===== config.mk =====
export PLATFORM = sky130hd
export DESIGN_NAME = mem_port_arbiter
export DESIGN_NICKNAME = d
export VERILOG_FILES = /design/src/rtl/mem_port_arbiter_pkg.sv /design/src/rtl/mem_arb_pick.sv /design/src/rtl/mem_port_arbiter.sv
export SDC_FILE = /design/constraint.sdc
export NUM_CORES = 1
export LEC_CHECK = 0
export CAP_MARGIN = 20
export CORE_AREA = 5 5 121 123
export CTS_BUF_LIST = sky130_fd_sc_hd__clkbuf_8
export DETAILED_ROUTE_END_ITERATION = 7
export DIE_AREA = 0 0 126 128
export GPL_ROUTABILITY_DRIVEN = 0
export GPL_TIMING_DRIVEN = 1
export PLACE_DENSITY = 0.82
export SYNTH_ARGS = -nofsm -noshare
export SYNTH_HDL_FRONTEND = slang
export SYNTH_SLANG_ARGS = --single-unit

===== constraint.sdc =====
create_clock -name clock -period 2.1 [get_ports clock]
set_input_delay 0.42 -clock clock [delete_from_list [all_inputs] [get_ports clock]]
set_output_delay 0.42 -clock clock [all_outputs]
set_load 0.05 [all_outputs]

===== src/rtl/mem_port_arbiter_pkg.sv =====
// Shared definitions for the unified-memory port arbiter: FSM state encoding,
// requester/owner codes and the default access latency.
package mem_port_arbiter_pkg;

  typedef enum logic [1:0] {
    ST_IDLE   = 2'd0,
    ST_ACCESS = 2'd1,
    ST_DONE   = 2'd2
  } state_t;

  localparam logic OWN_CPU = 1'b0;
  localparam logic OWN_DMA = 1'b1;

  localparam int MEM_LAT_DEFAULT = 2;

endpackage


===== src/rtl/mem_arb_pick.sv =====
// Combinational winner selection between CPU (idx 0) and DMA (idx 1).
// MEM_ARB_RR_EN selects round-robin tie-breaking; otherwise the CPU always wins ties.
module mem_arb_pick
  import mem_port_arbiter_pkg::*;
(
  input  logic [1:0] req,
  input  logic [1:0] excl,
  input  logic       rr_ptr,
  output logic       grant_valid,
  output logic       grant_idx
);

  logic [1:0] elig;

  assign elig        = req & ~excl;
  assign grant_valid = |elig;

`ifdef MEM_ARB_RR_EN
  // rr_ptr names the last winner, so a tie goes to the other requester
  always_comb begin
    if (&elig) grant_idx = ~rr_ptr;
    else       grant_idx = elig[1] ? OWN_DMA : OWN_CPU;
  end
`else
  logic unused_rr_ptr;
  assign unused_rr_ptr = rr_ptr;
  assign grant_idx     = elig[0] ? OWN_CPU : (elig[1] ? OWN_DMA : OWN_CPU);
`endif

endmodule


===== src/rtl/mem_port_arbiter.sv =====
// Shares the single-port unified memory between the CPU datapath and the loader/debug DMA.
// Define MEM_ARB_RR_EN for round-robin arbitration; default build is fixed CPU priority.
module mem_port_arbiter
  import mem_port_arbiter_pkg::*;
#(
  parameter int AW      = 32,
  parameter int DW      = 32,
  parameter int MEM_LAT = MEM_LAT_DEFAULT,
  parameter int CW      = 4
) (
  input  logic          clock,
  input  logic          reset,
  input  logic          cpu_req,
  input  logic          cpu_we,
  input  logic [AW-1:0] cpu_addr,
  input  logic [DW-1:0] cpu_wdata,
  output logic          cpu_gnt,
  output logic          cpu_done,
  output logic [DW-1:0] cpu_rdata,
  input  logic          dma_req,
  input  logic          dma_we,
  input  logic [AW-1:0] dma_addr,
  input  logic [DW-1:0] dma_wdata,
  output logic          dma_gnt,
  output logic          dma_done,
  output logic [DW-1:0] dma_rdata,
  output logic          mem_en,
  output logic          mem_we,
  output logic [AW-1:0] mem_addr,
  output logic [DW-1:0] mem_wdata,
  input  logic [DW-1:0] mem_rdata,
  output logic          busy,
  output logic          owner
);

  state_t        state, state_nxt;
  logic [CW-1:0] cnt;
  logic          lat_we;
  logic [AW-1:0] lat_addr;
  logic [DW-1:0] lat_wdata;
  logic          owner_q;
  logic          cpu_gnt_q, dma_gnt_q;
  logic [DW-1:0] cpu_rdata_q, dma_rdata_q;
  logic          rr_ptr;
  logic          arb_en, accept, last_cycle;
  logic [1:0]    excl;
  logic          grant_valid, grant_idx;

  assign last_cycle = (state == ST_ACCESS) && (cnt == '0);

  // The requester finishing in DONE may not win the slot that starts right after it
  always_comb begin
    arb_en = (state == ST_IDLE) || (state == ST_DONE);
    excl   = 2'b00;
    if (state == ST_DONE) excl = (owner_q == OWN_DMA) ? 2'b10 : 2'b01;
  end

  mem_arb_pick u_pick (
    .req         ({dma_req, cpu_req}),
    .excl        (excl),
    .rr_ptr      (rr_ptr),
    .grant_valid (grant_valid),
    .grant_idx   (grant_idx)
  );

  assign accept = arb_en && grant_valid;

  always_comb begin
    state_nxt = state;
    case (state)
      ST_IDLE:   if (accept) state_nxt = ST_ACCESS;
      ST_ACCESS: if (cnt == '0) state_nxt = ST_DONE;
      ST_DONE:   state_nxt = accept ? ST_ACCESS : ST_IDLE;
      default:   state_nxt = ST_IDLE;
    endcase
  end

  always_ff @(posedge clock) begin
    if (reset) begin
      state       <= ST_IDLE;
      cnt         <= '0;
      lat_we      <= 1'b0;
      lat_addr    <= '0;
      lat_wdata   <= '0;
      owner_q     <= OWN_CPU;
      cpu_gnt_q   <= 1'b0;
      dma_gnt_q   <= 1'b0;
      cpu_rdata_q <= '0;
      dma_rdata_q <= '0;
    end else begin
      state     <= state_nxt;
      cpu_gnt_q <= accept && (grant_idx == OWN_CPU);
      dma_gnt_q <= accept && (grant_idx == OWN_DMA);
      if (accept) begin
        owner_q   <= grant_idx;
        lat_we    <= (grant_idx == OWN_DMA) ? dma_we    : cpu_we;
        lat_addr  <= (grant_idx == OWN_DMA) ? dma_addr  : cpu_addr;
        lat_wdata <= (grant_idx == OWN_DMA) ? dma_wdata : cpu_wdata;
        cnt       <= CW'(MEM_LAT - 1);
      end else if ((state == ST_ACCESS) && (cnt != '0)) begin
        cnt <= cnt - 1'b1;
      end
      if (last_cycle && !lat_we) begin
        if (owner_q == OWN_DMA) dma_rdata_q <= mem_rdata;
        else                    cpu_rdata_q <= mem_rdata;
      end
    end
  end

`ifdef MEM_ARB_RR_EN
  always_ff @(posedge clock) begin
    if (reset)       rr_ptr <= OWN_DMA;
    else if (accept) rr_ptr <= grant_idx;
  end
`else
  assign rr_ptr = OWN_DMA;
`endif

  assign mem_en    = (state == ST_ACCESS);
  assign mem_we    = mem_en && lat_we;
  assign mem_addr  = lat_addr;
  assign mem_wdata = lat_wdata;
  assign cpu_gnt   = cpu_gnt_q;
  assign dma_gnt   = dma_gnt_q;
  assign cpu_done  = (state == ST_DONE) && (owner_q == OWN_CPU);
  assign dma_done  = (state == ST_DONE) && (owner_q == OWN_DMA);
  assign cpu_rdata = cpu_rdata_q;
  assign dma_rdata = dma_rdata_q;
  assign busy      = (state != ST_IDLE);
  assign owner     = owner_q;

endmodule


==> load_flow_metrics.sql, run 1 <==
INSERT INTO impl_metrics (metric_group, metric, value, unit) VALUES
('power', 'vdd.ir_drop.worst', '0.464', 'mV'),
('critical_path', 'crit_type', 'flop to output pin', ''),
('floorplanning', 'core_area', '0.0136', 'sq mm'),
('critical_path', 'crit_path_max_fanout', '2', ''),
('critical_path', 'cp.buffers_inverters', '1', ''),
('clocking', 'clkTransAtPathRegs', '80', 'ps'),
('drt', 'drc', '0', ''),
('sta', 'timing_worst_slew_pin_value', '570', 'ps'),
('floorplanning', 'die_h', '128', 'um'),
('cells_and_area', 'drive_gt1_frac', '0.0761', ''),
('drt', 'ant_nets', '0', ''),
('sta', 'number_of_hold_violations_in_the_final_report', '0', ''),
('synthesis', 'ys_warn_count', '0', ''),
('clocking', 'cts_tree', 'yes', ''),
('critical_path', 'reg2reg_slack', '160', 'ps'),
('sta', 'fin_crit_sh', '0.972', ''),
('place', 'placement.io_buffers', '301', ''),
('critical_path', 'cp-end-kind', 'output pin', ''),
('drt', 'drc_violation_total_after_the_first_tritonroute_iteration', '250', ''),
('power', 'power.density_cell_area', '831', 'mW/mm^2'),
('clocking', 'ctsHtreeMaxLevel', '4', ''),
('critical_path', 'critical_path.cell_chain', 'clkdlybuf4s50_1', ''),
('clocking', 'numCtsBuffers', '17', ''),
('cells_and_area', 'num-nets-final', '1009', ''),
('floorplanning', 'design.die.area', '0.0161', 'sq mm'),
('critical_path', 'timing.critical_path.slowest_stage_cell', 'sky130_fd_sc_hd__clkdlybuf4s50_1', ''),
('synthesis', 'synth_nets', '718', ''),
('cells_and_area', 'register_area', '0.00276', 'sq mm'),
('clocking', 'cts_post_setup_buffers_inserted', '0', ''),
('place', 'hpwl', '12.3', 'mm'),
('critical_path', 'worstReg2RegStart', 'cnt[0]', ''),
('clocking', 'clock_latency', '430', 'ps'),
('synthesis', 'syn_avg_cell_area', '9.34', 'sq um'),
('synthesis', 'synthesis.area', '0.00515', 'sq mm'),
('cells_and_area', 'antenna_cells', '0', ''),
('worst_hold_path', 'hold_class', 'input pin to flop', ''),
('critical_path', 'critPathLaunchType', 'flop', ''),
('drt', 'post_drt_wl_per_cell', '16.4', 'um'),
('global_route', 'grt_util_all_layers', '0.200', ''),
('sta', 'timing_max_transition_violations_final', '0', ''),
('floorplanning', 'top_level_ports', '302', ''),
('floorplanning', 'num_rows', '43', ''),
('floorplanning', 'initial_core_util', '0.380', ''),
('worst_hold_path', 'worst_hold_startpoint', 'reset', ''),
('clocking', 'cts.path.max_buffers', '2', ''),
('cells_and_area', 'layout.filler_cells', '1111', ''),
('global_route', 'antenna_found_initial', '0', ''),
('drt', 'viasPerCell', '4.94', ''),
('sta', 'max_clock_freq', '490', 'MHz'),
('worst_hold_path', 'hold_worst_path_end', 'state[0]', ''),
('drt', 'drt_pass1_iterations', '4', ''),
('cells_and_area', 'multi_input_comb_area', '0.00217', 'sq mm'),
('synthesis', 'ys_seq_elements', '138', ''),
('global_route', 'overflow', '0', ''),
('synthesis', 'netlist-cell-type-count', '34', ''),
('sta', 'post-route-min-period', '2040', 'ps'),
('global_route', 'grt_pass1_vias', '5070', ''),
('synthesis', 'ys_seq_area_frac', '0.537', ''),
('sta', 'setup_viol_count_final', '0', ''),
('run', 'max_cap_viol_count', '0', ''),
('sta', 'maxSlewHeadroom', '0.619', ''),
('critical_path', 'worstPathRequired', '1680', 'ps'),
('clocking', 'clk_root_buffer_cell', 'sky130_fd_sc_hd__clkbuf_8', ''),
('sta', 'worst_hold_slack', '363', 'ps'),
('outcome', 'status', 'completed', ''),
('critical_path', 'timing.critical_path.max_delay_family', 'buffers and inverters', ''),
('sta', 'final.setup_skew', '8.55', 'ps'),
('synthesis', 'syn_inst', '551', ''),
('floorplanning', 'die_width', '126', 'um'),
('global_route', 'pin_count_of_the_biggest_net_entering_global_routing', '85', ''),
('power', 'power.leakage', '3.46', 'nW'),
('worst_hold_path', 'whs_path_depth', '2', ''),
('clocking', 'cts.sinks', '138', ''),
('power', 'total_power', '7.41', 'mW'),
('critical_path', 'worst_ep_arrival_time', '1620', 'ps'),
('critical_path', 'timing.critical_path.slowest_cell_delay', '840', 'ps'),
('cells_and_area', 'synthToLayoutAreaGrowth', '73.2', '%'),
('critical_path', 'reg_to_reg_end', 'cpu_rdata[14]', ''),
('drt', 'vias', '5113', ''),
('sta', 'unrepaired_setup_endpoints_after_global_routing', 'no', ''),
('critical_path', 'reg2regPathDepth', '7', ''),
('global_route', 'grt_first_pass_wirelength', '25.9', 'mm'),
('drt', 'postRouteWirelength', '16.9', 'mm');
==> cells in the final DEF (no fill, tap or decap), types with 2 or more instances in the layout <==
master	netlist	layout
sky130_fd_sc_hd__and2_1	46	46
sky130_fd_sc_hd__clkinvlp_4	0	2
sky130_fd_sc_hd__dfxtp_1	138	137
sky130_fd_sc_hd__clkdlybuf4s50_1	0	277
sky130_fd_sc_hd__buf_12	0	10
sky130_fd_sc_hd__buf_4	2	14
sky130_fd_sc_hd__inv_1	4	4
sky130_fd_sc_hd__a221o_1	44	44
sky130_fd_sc_hd__nand2_1	132	132
sky130_fd_sc_hd__bufinv_16	0	5
sky130_fd_sc_hd__nor3_1	2	2
sky130_fd_sc_hd__dlymetal6s2s_1	0	13
sky130_fd_sc_hd__nor2_1	10	9
sky130_fd_sc_hd__nand2b_1	3	2
sky130_fd_sc_hd__mux2i_1	2	2
sky130_fd_sc_hd__a21oi_1	65	65
sky130_fd_sc_hd__clkbuf_8	0	21
sky130_fd_sc_hd__a22oi_1	21	21
sky130_fd_sc_hd__o2bb2ai_1	21	21
sky130_fd_sc_hd__dlygate4sd2_1	0	2
==> flip-flops by register name, indices dropped and copies added, names as in the netlist <==
name       cells
mem_wdata     32
owner          1
cpu_rdata     32
cnt            4
lat_we         1
mem_addr      32
dma_rdata     32
state          2
cpu_gnt        1
dma_gnt        1
==> routing by layer <==
layer	up-vias	global-route usage	share of wire
li1	2517	-	-
met1	2367	0.212	0.38
met2	211	0.366	0.51
met3	18	0.0821	0.092
met4	0	0.0574	0.013
met5	-	0	0
==> Yosys cell counts <==
master,n,area [sq um]
sky130_fd_sc_hd__xnor2_1,1,8.76
sky130_fd_sc_hd__or2_2,1,6.26
sky130_fd_sc_hd__nand2b_1,3,18.8
sky130_fd_sc_hd__ha_1,1,12.5
sky130_fd_sc_hd__and2_1,46,288
sky130_fd_sc_hd__a21oi_1,65,325
sky130_fd_sc_hd__nor3_1,2,10.0
sky130_fd_sc_hd__nor4bb_1,1,10.0
sky130_fd_sc_hd__a211oi_2,1,12.5
sky130_fd_sc_hd__mux2_2,1,11.3
sky130_fd_sc_hd__buf_6,5,56.3
sky130_fd_sc_hd__a22oi_1,21,158
sky130_fd_sc_hd__buf_4,2,15.0
sky130_fd_sc_hd__nor2_1,10,37.5
sky130_fd_sc_hd__nand2_1,132,495
sky130_fd_sc_hd__nand4b_1,1,8.76
sky130_fd_sc_hd__buf_2,14,70.1
sky130_fd_sc_hd__a21boi_0,1,7.51
sky130_fd_sc_hd__a221o_1,44,440
sky130_fd_sc_hd__nor4_1,1,6.26
sky130_fd_sc_hd__or4_1,1,7.51
sky130_fd_sc_hd__inv_1,4,15.0
sky130_fd_sc_hd__clkbuf_1,24,90.1
sky130_fd_sc_hd__nor3b_1,1,7.51
sky130_fd_sc_hd__nor2b_1,1,6.26
sky130_fd_sc_hd__mux2i_1,2,20.0
sky130_fd_sc_hd__nor4_2,1,12.5
sky130_fd_sc_hd__nor3_2,1,10.0
sky130_fd_sc_hd__a21o_1,1,7.51
sky130_fd_sc_hd__dfxtp_1,138,2760
sky130_fd_sc_hd__a2111oi_0,1,8.76
sky130_fd_sc_hd__or3b_1,1,8.76
sky130_fd_sc_hd__o2bb2ai_1,21,184
sky130_fd_sc_hd__and3b_1,1,8.76
==> cells by family after synthesis <==
kind of cell | Yosys count | share of synthesized area
XOR/XNOR | 1 | 0.00170
buffers and inverters | 49 | 0.0479
AND/OR/NAND/NOR | 204 | 0.183
flip-flops | 138 | 0.537
adder cells (fa/ha/maj) | 1 | 0.00243
AO/OA/AOI/OAI | 155 | 0.222
multiplexers | 3 | 0.00608
==> worst max-delay path by stage <==
stage	from	to	slack, ps	cells after the start
6_report	mem_wdata[23]	mem_wdata[23]	60	1
5_1_grt	mem_addr[21]	mem_addr[21]	0.6	1
4_1_cts	cpu_rdata[22]	cpu_rdata[22]	9	1
3_5_place_dp	cpu_req	mem_addr[24]	-20	6
3_3_place_gp	cpu_req	mem_addr[21]	40	6
2_1_floorplan	owner	mem_wdata[10]	70	7
==> power by group <==
group,total (mW),internal [mW],switching [mW]
registers,2.92,2.81,0.116
logic,1.92,0.811,1.11
clock network,2.56,1.54,1.02
==> cell type report <==
cell class,instances,area share
Clock buffer,21,0.0324
Clock inverter,10,0.0211
Inverter,4,0.00168
Multi-Input combinational cell,364,0.244
Sequential cell,138,0.310
Tap cell,180,0.0253
Timing Repair Buffer,317,0.366
==> metrics by stage <==
stage          std cells  cell area (sq um)  setup slack (ps)  setup TNS [ps]  utilization
2_1_floorplan        551               5150              73.3               0            -
3_3_place_gp        1003               8400              35.6               0        0.620
3_5_place_dp        1003               8400             -17.5            -157        0.620
4_1_cts             1034               8880              9.10               0        0.655
5_1_grt             1034               8910             0.605               0        0.658
6_report            1034               8910              59.2               0        0.658
==> what timing repair did <==
| action | in CTS | in global routing |
|---|---|---|
| setup endpoints to repair | 3 | 14 |
| hold buffers | 0 | 0 |
| resized for setup | 3 | 14 |
No activity file was read; power rests on OpenSTA's default activity.
==> run 2: changes to the inputs <==
CORE_AREA = 2 2 120 122   (was 5 5 121 123)
CTS_BUF_LIST = sky130_fd_sc_hd__clkbuf_16   (was sky130_fd_sc_hd__clkbuf_8)
DIE_AREA = 0 0 122 124   (was 0 0 126 128)
PLACE_DENSITY = 0.79   (was 0.82)
==> load_flow_metrics.sql, run 2 (synthesis gave the netlist of run 1 again) <==
INSERT INTO impl_metrics (metric_group, metric, value, unit) VALUES
('outcome', 'status', 'completed', ''),
('floorplanning', 'die_width', '122', 'um'),
('clocking', 'cts.path.max_buffers', '2', ''),
('sta', 'timing_max_transition_violations_final', '0', ''),
('sta', 'final.setup_skew', '5.97', 'ps'),
('critical_path', 'timing.critical_path.slowest_cell_delay', '830', 'ps'),
('clocking', 'ctsHtreeMaxLevel', '4', ''),
('critical_path', 'timing.critical_path.slowest_stage_cell', 'sky130_fd_sc_hd__clkdlybuf4s50_1', ''),
('power', 'total_power', '8.11', 'mW'),
('drt', 'drc_violation_total_after_the_first_tritonroute_iteration', '295', ''),
('sta', 'fin_crit_sh', '0.966', ''),
('power', 'vdd.ir_drop.worst', '0.485', 'mV'),
('floorplanning', 'top_level_ports', '302', ''),
('place', 'hpwl', '12.3', 'mm'),
('cells_and_area', 'synthToLayoutAreaGrowth', '74.9', '%'),
('floorplanning', 'core_area', '0.0137', 'sq mm'),
('clocking', 'cts.sinks', '138', ''),
('critical_path', 'crit_path_max_fanout', '2', ''),
('place', 'detailedPlace.worstSlack', '-30.4', 'ps'),
('floorplanning', 'design.die.area', '0.0151', 'sq mm'),
('run', 'max_cap_viol_count', '0', ''),
('drt', 'vias', '5227', ''),
('drt', 'post_drt_wl_per_cell', '16.4', 'um'),
('cells_and_area', 'num-nets-final', '1006', ''),
('global_route', 'grt_util_all_layers', '0.219', ''),
('drt', 'ant_nets', '0', ''),
('power', 'power.leakage', '3.30', 'nW'),
('critical_path', 'crit_type', 'flop to output pin', ''),
('drt', 'drt_pass1_iterations', '5', ''),
('sta', 'post-route-min-period', '2030', 'ps'),
('global_route', 'pin_count_of_the_biggest_net_entering_global_routing', '82', ''),
('critical_path', 'worst_ep_arrival_time', '1610', 'ps'),
('sta', 'setup_viol_count_final', '0', ''),
('critical_path', 'critical_path.cell_chain', 'clkdlybuf4s50_1', ''),
('drt', 'postRouteWirelength', '16.9', 'mm'),
('floorplanning', 'die_h', '124', 'um'),
('cells_and_area', 'drive_gt1_frac', '0.0716', ''),
('global_route', 'grt_first_pass_wirelength', '25.6', 'mm'),
('cells_and_area', 'layout.cells.most_common', 'sky130_fd_sc_hd__clkdlybuf4s50_1', ''),
('cells_and_area', 'postLayoutCoreUtil', '0.656', ''),
('sta', 'max_clock_freq', '493', 'MHz'),
('floorplanning', 'initial_core_util', '0.375', ''),
('global_route', 'antenna_found_initial', '0', ''),
('floorplanning', 'num_rows', '43', ''),
('clocking', 'numCtsBuffers', '17', ''),
('sta', 'number_of_hold_violations_in_the_final_report', '0', ''),
('drt', 'viasPerCell', '5.06', ''),
('power', 'power.density_cell_area', '900', 'mW/mm^2'),
('clocking', 'clk_root_buffer_cell', 'sky130_fd_sc_hd__clkbuf_16', ''),
('drt', 'drc', '0', ''),
('sta', 'postLayoutSetupSlackWorst', '72.4', 'ps'),
('sta', 'timing_worst_slew_pin_value', '554', 'ps'),
('global_route', 'overflow', '0', ''),
('clocking', 'cts_tree', 'yes', ''),
('cells_and_area', 'antenna_cells', '0', ''),
('worst_hold_path', 'hold_class', 'input pin to flop', ''),
('cells_and_area', 'layout.filler_cells', '1082', ''),
('place', 'placement.io_buffers', '301', ''),
('clocking', 'clkTransAtPathRegs', '60', 'ps'),
('cells_and_area', 'most-common-layout-cells', 'sky130_fd_sc_hd__clkdlybuf4s50_1 (291), sky130_fd_sc_hd__dfxtp_1 (138), sky130_fd_sc_hd__nand2_1 (132)', ''),
('critical_path', 'cp.buffers_inverters', '1', ''),
('critical_path', 'worstPathRequired', '1680', 'ps'),
('sta', 'worst_hold_slack', '391', 'ps'),
('global_route', 'grt_pass1_vias', '5193', ''),
('critical_path', 'cp-end-kind', 'output pin', ''),
('critical_path', 'critPathLaunchType', 'flop', ''),
('clocking', 'clock_latency', '410', 'ps'),
('sta', 'maxSlewHeadroom', '0.630', ''),
('sta', 'unrepaired_setup_endpoints_after_global_routing', 'no', ''),
('critical_path', 'timing.critical_path.max_delay_family', 'buffers and inverters', '');
-- run 2: cell types whose count changed in the layout (fill, tap and decap cells not counted) --
| cell | before | now |
|---|---|---|
| sky130_fd_sc_hd__buf_12 | 10 | 8 |
| sky130_fd_sc_hd__clkbuf_8 | 21 | 0 |
| sky130_fd_sc_hd__clkinvlp_4 | 2 | 1 |
| sky130_fd_sc_hd__clkbuf_16 | 0 | 17 |
| sky130_fd_sc_hd__dlygate4sd2_1 | 2 | 0 |
| sky130_fd_sc_hd__inv_6 | 1 | 3 |
| sky130_fd_sc_hd__dlymetal6s2s_1 | 13 | 0 |
| sky130_fd_sc_hd__clkinv_4 | 1 | 3 |
| sky130_fd_sc_hd__dfxtp_2 | 1 | 0 |
| sky130_fd_sc_hd__clkdlybuf4s50_1 | 277 | 291 |
| sky130_fd_sc_hd__dfxtp_1 | 137 | 138 |
| sky130_fd_sc_hd__inv_1 | 4 | 6 |
-- run 2: area by class of cell --
class	count	area, sq um	area share
repair buffers	314	3180	0.353
inverters	4	15.0	0.00167
clock buffers	17	425	0.0472
multi-input cells	364	2170	0.241
clock inverters	15	223	0.0247
well taps	180	225	0.0250
flip-flops and latches	138	2760	0.307
-- run 2: final timing paths --
| kind | startpoint | end | slack, ps | depth (start not counted) |
|---|---|---|---|---|
| setup / recovery | cpu_rdata[0] | cpu_rdata[0] | 70 | 1 |
| hold / removal | reset | state[0] | 390 | 2 |
| setup reg to reg | cnt[0] | cpu_rdata[14] | 140 | 7 |
| hold reg to reg | dma_rdata[27] | dma_rdata[27] | 450 | 2 |
-- run 2: routing by layer --
metal | GRT usage | share of wire | up-vias
met1 | 0.238 | 0.39 | 2453
met5 | 0 | 0 | -
met2 | 0.401 | 0.52 | 226
met3 | 0.0609 | 0.072 | 27
met4 | 0.0876 | 0.019 | 0
li1 | - | - | 2521
-- run 2: what timing repair did --
action / in CTS / in global routing
hold buffers: 0 / 0
endpoints found under the setup margin: 1 / 0
buffers inserted: 0 / 0
endpoints found under the hold margin: 0 / 0
resized for setup: 1 / 0
-- run 2: metrics by stage --
step / instances / TNS, ps / cell area, sq um
final: 1032 / 0 / 9000
after global routing: 1032 / 0 / 9000
after CTS: 1032 / 0 / 9000
after detailed placement: 1000 / -752 / 8350
after global placement: 1000 / 0 / 8350
after floorplan: 551 / 0 / 5150
-- run 2: worst reg2reg max path, delay by kind of cell (launching register included) --
family,cells,cell delay (ps)
fa+ha+maj,1,220
simple gates,3,940
buf+inv,2,260
flops,1,330
compound gates,1,70
-- run 2: where the power goes --
part | switching (mW) | internal (mW)
Clock | 1.14 | 2.11
Sequential | 0.122 | 2.81
Combinational | 1.12 | 0.805
